$ cat config.mk
export PLATFORM = sky130hd
export DESIGN_NAME = memory_access
export DESIGN_NICKNAME = d
export VERILOG_FILES = /design/src/rtl/core_general_pkg.sv /design/src/rtl/memory_access_mem_align.sv /design/src/rtl/memory_access.sv
export SDC_FILE = /design/constraint.sdc
export NUM_CORES = 1
export LEC_CHECK = 0
export ABC_AREA = 0
export CAP_MARGIN = 20
export CORE_AREA = 2 2 154 156
export CTS_CLUSTER_DIAMETER = 50
export DETAILED_ROUTE_END_ITERATION = 10
export DIE_AREA = 0 0 156 158
export PLACE_DENSITY_LB_ADDON = 0.12
export SYNTH_ARGS = -nofsm -noshare
export SYNTH_HDL_FRONTEND = slang
export SYNTH_SLANG_ARGS = --single-unit
export TNS_END_PERCENT = 20
$ cat constraint.sdc
create_clock -name clk -period 6.27 [get_ports clk]
set_input_delay 0.627 -clock clk [delete_from_list [all_inputs] [get_ports clk]]
set_output_delay 0.627 -clock clk [all_outputs]
set_load 0.005 [all_outputs]
$ cat src/rtl/core_general_pkg.sv
// Shared core definitions: opcode field positions, memory size encodings,
// memory-stage FSM state constants and a misalignment helper.
package core_general_pkg;

  localparam int unsigned OPLEN = 12;

  // Memory-related fields of the decoded opcode vector
  localparam int unsigned MEM_RD_BIT     = 0;
  localparam int unsigned MEM_WR_BIT     = 1;
  localparam int unsigned MEM_SIZE_BIT_L = 2;
  localparam int unsigned MEM_SIZE_BIT_M = 3;
  localparam int unsigned MEM_UNS_BIT    = 4;

  localparam logic [1:0] MEM_SZ_B = 2'b00;
  localparam logic [1:0] MEM_SZ_H = 2'b01;
  localparam logic [1:0] MEM_SZ_W = 2'b10;

  // Memory-stage FSM states
  localparam logic [1:0] ST_IDLE   = 2'd0;
  localparam logic [1:0] ST_ACCESS = 2'd1;
  localparam logic [1:0] ST_DONE   = 2'd2;

  // Natural-alignment check; the unused size code 11 is treated as word
  function automatic logic mem_misaligned(input logic [1:0] size, input logic [1:0] addr_lo);
    case (size)
      MEM_SZ_B: return 1'b0;
      MEM_SZ_H: return addr_lo[0];
      default:  return addr_lo != 2'b00;
    endcase
  endfunction

endpackage

$ cat src/rtl/memory_access_mem_align.sv
// Combinational data-bus alignment: store lane replication and byte enables,
// load lane extraction with sign/zero extension, and misalignment detection.
module mem_align
  import core_general_pkg::*;
#(
  parameter int unsigned XLEN = 32
) (
  input  logic [1:0]      addr_lo,
  input  logic [1:0]      size,
  input  logic            uns,
  input  logic [XLEN-1:0] store_data,
  input  logic [XLEN-1:0] rdata,
  output logic [3:0]      be_c,
  output logic [XLEN-1:0] wdata_c,
  output logic [XLEN-1:0] load_c,
  output logic            misalign_c
);

  logic [7:0]  byte_sel;
  logic [15:0] half_sel;

  // Store side: replicate the datum into every lane it may land in
  always_comb begin
    be_c    = 4'b1111;
    wdata_c = store_data;
    case (size)
      MEM_SZ_B: begin
        be_c    = 4'b0001 << addr_lo;
        wdata_c = XLEN'({4{store_data[7:0]}});
      end
      MEM_SZ_H: begin
        be_c    = addr_lo[1] ? 4'b1100 : 4'b0011;
        wdata_c = XLEN'({2{store_data[15:0]}});
      end
      default: begin
        be_c    = 4'b1111;
        wdata_c = store_data;
      end
    endcase
  end

  // Load side: pick the addressed lane, then extend to XLEN
  always_comb begin
    byte_sel = rdata[7:0];
    case (addr_lo)
      2'd1:    byte_sel = rdata[15:8];
      2'd2:    byte_sel = rdata[23:16];
      2'd3:    byte_sel = rdata[31:24];
      default: byte_sel = rdata[7:0];
    endcase
    half_sel = addr_lo[1] ? rdata[31:16] : rdata[15:0];
    case (size)
      MEM_SZ_B: load_c = {{(XLEN-8){byte_sel[7] & ~uns}}, byte_sel};
      MEM_SZ_H: load_c = {{(XLEN-16){half_sel[15] & ~uns}}, half_sel};
      default:  load_c = rdata;
    endcase
  end

  // Misalignment flag for the current size/offset
  always_comb begin
    misalign_c = mem_misaligned(size, addr_lo);
  end

endmodule

$ cat src/rtl/memory_access.sv
// Memory stage: performs the load/store over the req/ack data bus and
// registers results for writeback. Optional bus watchdog enabled by
// defining MEM_BUS_TIMEOUT_EN (adds TIMEOUT_CYC and bus_fault_mw).
module memory_access
  import core_general_pkg::*;
#(
  parameter int unsigned XLEN = 32
`ifdef MEM_BUS_TIMEOUT_EN
  , parameter int unsigned TIMEOUT_CYC = 255
`endif
) (
  input  logic             clk,
  input  logic             rst_n,
  input  logic             phase_memory,
  input  logic [OPLEN-1:0] decoded_op_em,
  input  logic [4:0]       rdsel_em,
  input  logic [XLEN-1:0]  curr_pc_em,
  input  logic [XLEN-1:0]  alu_out_em,
  input  logic [XLEN-1:0]  rs2data_em,
  input  logic [XLEN-1:0]  csr_out_em,
  input  logic             jump_state_em,
  output logic             d_req,
  output logic             d_we,
  output logic [XLEN-1:0]  d_addr,
  output logic [3:0]       d_be,
  output logic [XLEN-1:0]  d_wdata,
  input  logic [XLEN-1:0]  d_rdata,
  input  logic             d_ack,
  output logic [OPLEN-1:0] decoded_op_mw,
  output logic [4:0]       rdsel_mw,
  output logic [XLEN-1:0]  curr_pc_mw,
  output logic [XLEN-1:0]  alu_out_mw,
  output logic [XLEN-1:0]  csr_out_mw,
  output logic             jump_state_mw,
  output logic [XLEN-1:0]  mem_out_mw,
  output logic             misalign_mw,
`ifdef MEM_BUS_TIMEOUT_EN
  output logic             bus_fault_mw,
`endif
  output logic             stall_memory
);

  logic [1:0]      state, state_next;
  logic            idle_c, entry_c;
  logic            sel_rd, sel_wr, sel_uns;
  logic [1:0]      sel_size, sel_addr_lo;
  logic            is_mem_c, access_c;
  logic [3:0]      be_c;
  logic [XLEN-1:0] wdata_c, load_c;
  logic            misalign_c;

  assign idle_c  = (state == ST_IDLE);
  assign entry_c = idle_c && phase_memory;

  // Alignment sees the live instruction at entry, the captured one afterwards
  assign sel_rd      = idle_c ? decoded_op_em[MEM_RD_BIT]  : decoded_op_mw[MEM_RD_BIT];
  assign sel_wr      = idle_c ? decoded_op_em[MEM_WR_BIT]  : decoded_op_mw[MEM_WR_BIT];
  assign sel_uns     = idle_c ? decoded_op_em[MEM_UNS_BIT] : decoded_op_mw[MEM_UNS_BIT];
  assign sel_size    = idle_c ? decoded_op_em[MEM_SIZE_BIT_M:MEM_SIZE_BIT_L]
                              : decoded_op_mw[MEM_SIZE_BIT_M:MEM_SIZE_BIT_L];
  assign sel_addr_lo = idle_c ? alu_out_em[1:0] : alu_out_mw[1:0];

  assign is_mem_c = sel_rd | sel_wr;
  assign access_c = is_mem_c & ~misalign_c;

  mem_align #(.XLEN(XLEN)) u_align (
    .addr_lo    (sel_addr_lo),
    .size       (sel_size),
    .uns        (sel_uns),
    .store_data (rs2data_em),
    .rdata      (d_rdata),
    .be_c       (be_c),
    .wdata_c    (wdata_c),
    .load_c     (load_c),
    .misalign_c (misalign_c)
  );

  // Stall is combinational so it already covers the phase entry cycle
  assign stall_memory = rst_n && ((entry_c && access_c) || (state == ST_ACCESS));

`ifdef MEM_BUS_TIMEOUT_EN
  logic [7:0] tmo_cnt;
  logic       tmo_hit_c;

  assign tmo_hit_c = (state == ST_ACCESS) && !d_ack && (tmo_cnt == 8'(TIMEOUT_CYC - 1));

  // Watchdog: counts cycles spent waiting in ACCESS
  always_ff @(posedge clk) begin
    if (!rst_n) begin
      tmo_cnt <= 8'd0;
    end else if (state != ST_ACCESS) begin
      tmo_cnt <= 8'd0;
    end else begin
      tmo_cnt <= tmo_cnt + 8'd1;
    end
  end
`endif

  // State register
  always_ff @(posedge clk) begin
    if (!rst_n) state <= ST_IDLE;
    else        state <= state_next;
  end

  // Next-state logic
  always_comb begin
    state_next = state;
    case (state)
      ST_IDLE: begin
        if (phase_memory) state_next = access_c ? ST_ACCESS : ST_DONE;
      end
      ST_ACCESS: begin
        if (d_ack) state_next = ST_DONE;
`ifdef MEM_BUS_TIMEOUT_EN
        else if (tmo_hit_c) state_next = ST_DONE;
`endif
      end
      ST_DONE: begin
        if (!phase_memory) state_next = ST_IDLE;
      end
      default: state_next = ST_IDLE;
    endcase
  end

  // Bus request and writeback-facing result registers
  always_ff @(posedge clk) begin
    if (!rst_n) begin
      d_req         <= 1'b0;
      d_we          <= 1'b0;
      d_addr        <= '0;
      d_be          <= 4'd0;
      d_wdata       <= '0;
      decoded_op_mw <= '0;
      rdsel_mw      <= 5'd0;
      curr_pc_mw    <= '0;
      alu_out_mw    <= '0;
      csr_out_mw    <= '0;
      jump_state_mw <= 1'b0;
      mem_out_mw    <= '0;
      misalign_mw   <= 1'b0;
`ifdef MEM_BUS_TIMEOUT_EN
      bus_fault_mw  <= 1'b0;
`endif
    end else begin
      d_req <= (state_next == ST_ACCESS);
      if (entry_c) begin
        decoded_op_mw <= decoded_op_em;
        rdsel_mw      <= (is_mem_c && misalign_c) ? 5'd0 : rdsel_em;
        curr_pc_mw    <= curr_pc_em;
        alu_out_mw    <= alu_out_em;
        csr_out_mw    <= csr_out_em;
        jump_state_mw <= jump_state_em;
        mem_out_mw    <= '0;
        misalign_mw   <= is_mem_c && misalign_c;
        d_we          <= sel_wr;
        d_addr        <= {alu_out_em[XLEN-1:2], 2'b00};
        d_be          <= be_c;
        d_wdata       <= wdata_c;
`ifdef MEM_BUS_TIMEOUT_EN
        bus_fault_mw  <= 1'b0;
`endif
      end
      if ((state == ST_ACCESS) && d_ack) begin
        mem_out_mw <= sel_rd ? load_c : '0;
      end
`ifdef MEM_BUS_TIMEOUT_EN
      if (tmo_hit_c) begin
        bus_fault_mw <= 1'b1;
        rdsel_mw     <= 5'd0;
        mem_out_mw   <= '0;
      end
`endif
    end
  end

endmodule
==> results.md <==
- Post-synth EDFFs: 0
- Mapped cell area: 7670 sq um
- CTS tree: yes
- Tmin final: 3.98 ns
- Crit path cell chain: nor2_2 > mux2i_1 > a31oi_1 > nor3_1 > nor2_1 > nor2_1 > clkdlybuf4s50_1
- HPWL after detailed placement: 18800 microns
- Fmax: 0.252 GHz
- WL per Instance: 17.5 microns
- Worst hold path endpoint: misalign_mw
- Largest stage delay on the critical path: 0.62 ns
- Worst-path clk slew: 0.07 ns
- Crit path launch type: flop
- Die width: 156 microns
- Final hold viol count: 0
- Via-to-Cell Ratio: 4.99
- Worst skew pair latency: 0.43 ns
- Post-layout util: 52.9%
- Critical-path top delay cell: mux2i_1
- Post-CTS Hold Fix Bufs: 0
- H-tree depth: 4
- Number of detailed-route iterations in the first pass: 7
- Pre-CTS setup slack: 2.22 ns
- Register area share after synthesis: 48.8%
- Post-synth cell types: 43
- Final period util: 63.4%
- CP Class: reg2out
- Pwr/cell area: 264 nW/um^2
- Number of DRC markers after the initial detailed-route iteration: 562
- Initial antenna violation count: 1
- Io pins: 400
- CP Max Fanout: 13
- First-pass GRT wire length: 40900 microns
- Worst hold slack: 0.452 ns
- Top cells by area, synth: dfxtp_1 49%, nand2_1 15%, a21oi_1 11%, buf_4 3.3%, mux2i_1 2.6%
- RSZ-0062 raised after global routing: false
- Area share of the largest cell type after synthesis: 48.8%
- Clock Root Buffer: clkbuf_16
- Worst Slack Setup Final: 2.29 ns
- Max-slew headroom: 14.7%
- Crit path DAT: 3.35 ns
- Setup TNS: 0 ns
- Cells on worst reg2reg path: 6
- Largest net degree at the start of global routing: 103
- Ys async rst share: 0%
- Clock skew: 0.0122 ns
- Max-cap viol count: 0
- Placement row count: 56
- Die footprint: 24600 sq um
- Area delta synth->final: 59.0%
- Most common cell in the synthesized netlist: nand2_1
- Max-slew violation count: 0
- Port Buffer Count: 397
- Post-layout net count: 1439
- Top_reg_cell synth: dfxtp_1
- Worst flop-to-flop path startpoint: state[0]
- Dominant cell type by area after synthesis: dfxtp_1
- Core area: 23100 sq um
- Synthesized flop and latch total: 187
- CP required: 5.64 ns
- Worst Hold Class: reg2reg
- Clock Path Buffers: 2
- RR Endpoint: mem_out_mw[16]
- Worst hold start: misalign_mw
- Post-synth top cells: 297 x nand2_1, 187 x dfxtp_1, 161 x a21oi_1, 51 x clkbuf_1, 34 x buf_4
- Worst VDD drop: 0.150 mV
- Leakage power total: 0.00447 uW
- CP endpoint kind: output port
- R2r setup slk: 2.88 ns
- Gate Count Post-Synth: 934
- Crit-path most repeated cell: nor2_1
- Clock Sinks: 187
- Total Wirelength: 27200 microns
- Via count: 7787
- Status: finished, final reports clean
- Final ANT Viol Nets: 0
- Setup violators final: 0
- Worst Hold Depth: 2
- Number of global-route vias before repair: 7190
- Initial Util: 33.3%
- Remaining global-route overflow: 0
- Total CTS buffers: 17
- Die extent in y: 158 microns
- Synth Warn #: 0
- Mapped Avg Cell Area: 8.21 sq um
- GP Congestion: 0.766
- Worst slew pin tran: 1.28 ns
- Fraction of layout cells with a size suffix above 1: 4.80%
- # DRC: 0
- Post-CTS Resized: 0
- Post-CTS Setup Inserts: 0
- Overall Global Routing Usage: 21.1%
## worst max path at each step
| stage | start | endpoint | slack [ns] | depth (start not counted) |
|---|---|---|---|---|
| 3_5_place_dp | alu_out_em[1] | mem_out_mw[17] | 2.22 | 7 |
| 6_report | state[1] | stall_memory | 2.29 | 7 |
| 2_1_floorplan | decoded_op_em[2] | stall_memory | 3.86 | 6 |
| 4_1_cts | state[1] | stall_memory | 2.33 | 7 |
| 3_3_place_gp | alu_out_em[1] | mem_out_mw[26] | 2.28 | 7 |
| 5_1_grt | state[1] | stall_memory | 2.12 | 7 |
## state kept, by name, summed over array words and instances (netlist names)
name and cells:
misalign_mw 1, decoded_op_mw 12, rdsel_mw 5, state 2, csr_out_mw 32, jump_state_mw 1, alu_out_mw 32, d_we 1
d_req 1, curr_pc_mw 32, d_be 4, d_wdata 32, mem_out_mw 32
## where the power goes
| group | switching, uW | internal, uW |
|---|---|---|
| clock | 522 | 617 |
| combinational | 349 | 402 |
| sequential | 55.9 | 1280 |
## worst max-delay path, delay by kind of cell (launching register included)
kind / cells / cell delay [ns]
buffers and inverters: 1 / 0.57
flip-flops: 1 / 0.41
AO/OA/AOI/OAI: 1 / 0.25
multiplexers: 1 / 0.62
AND/OR/NAND/NOR: 4 / 1.07
## layout by cell type (no fill, tap or decap), types with 15 or more instances in the layout
cell and instances:
o21ai_0 23, clkdlybuf4s50_1 397, a21oi_1 161, nand2_1 296
nor2_1 25, a2bb2o_1 16, a211oi_1 18, dfxtp_1 187
mux2i_1 19, clkbuf_16 17, a222oi_1 15
## final cells by class
type                            instances  area [sq um]
Timing Repair Buffer                  404          4060
Clock buffer                           18           439
Fill cell                            2185         10900
Sequential cell                       187          3740
Clock inverter                         14           176
Antenna cell                            1          2.50
Multi-Input combinational cell        637          3370
Tap cell                              290           363
Inverter                               10          40.0
## kinds of logic after synthesis
family	Yosys count	synth area share, %
AOI/OAI and AO/OA	254	20.3
buffers and inverters	111	7.45
DFF	187	48.8
muxes	30	5.11
other	1	0.0489
and+or+nand+nor	351	18.2
## layer usage
| metal | part of all wire [%] | GRT usage (%) |
|---|---|---|
| met5 | 0 | 0 |
| met4 | 2.2 | 7.03 |
| met3 | 9.2 | 7.42 |
| met2 | 48 | 34.7 |
| met1 | 41 | 25.8 |
## per-stage QoR
step | power (uW) | std cells | instance area [sq um]
floorplan | 1710 | 935 | 7670
finish | 3220 | 1561 | 12200
CTS | 3250 | 1559 | 12200
detailed placement | 2110 | 1527 | 11500
global route | 3380 | 1560 | 12200
global placement | 2110 | 1527 | 11500
No activity file was read; power rests on OpenSTA's default activity.
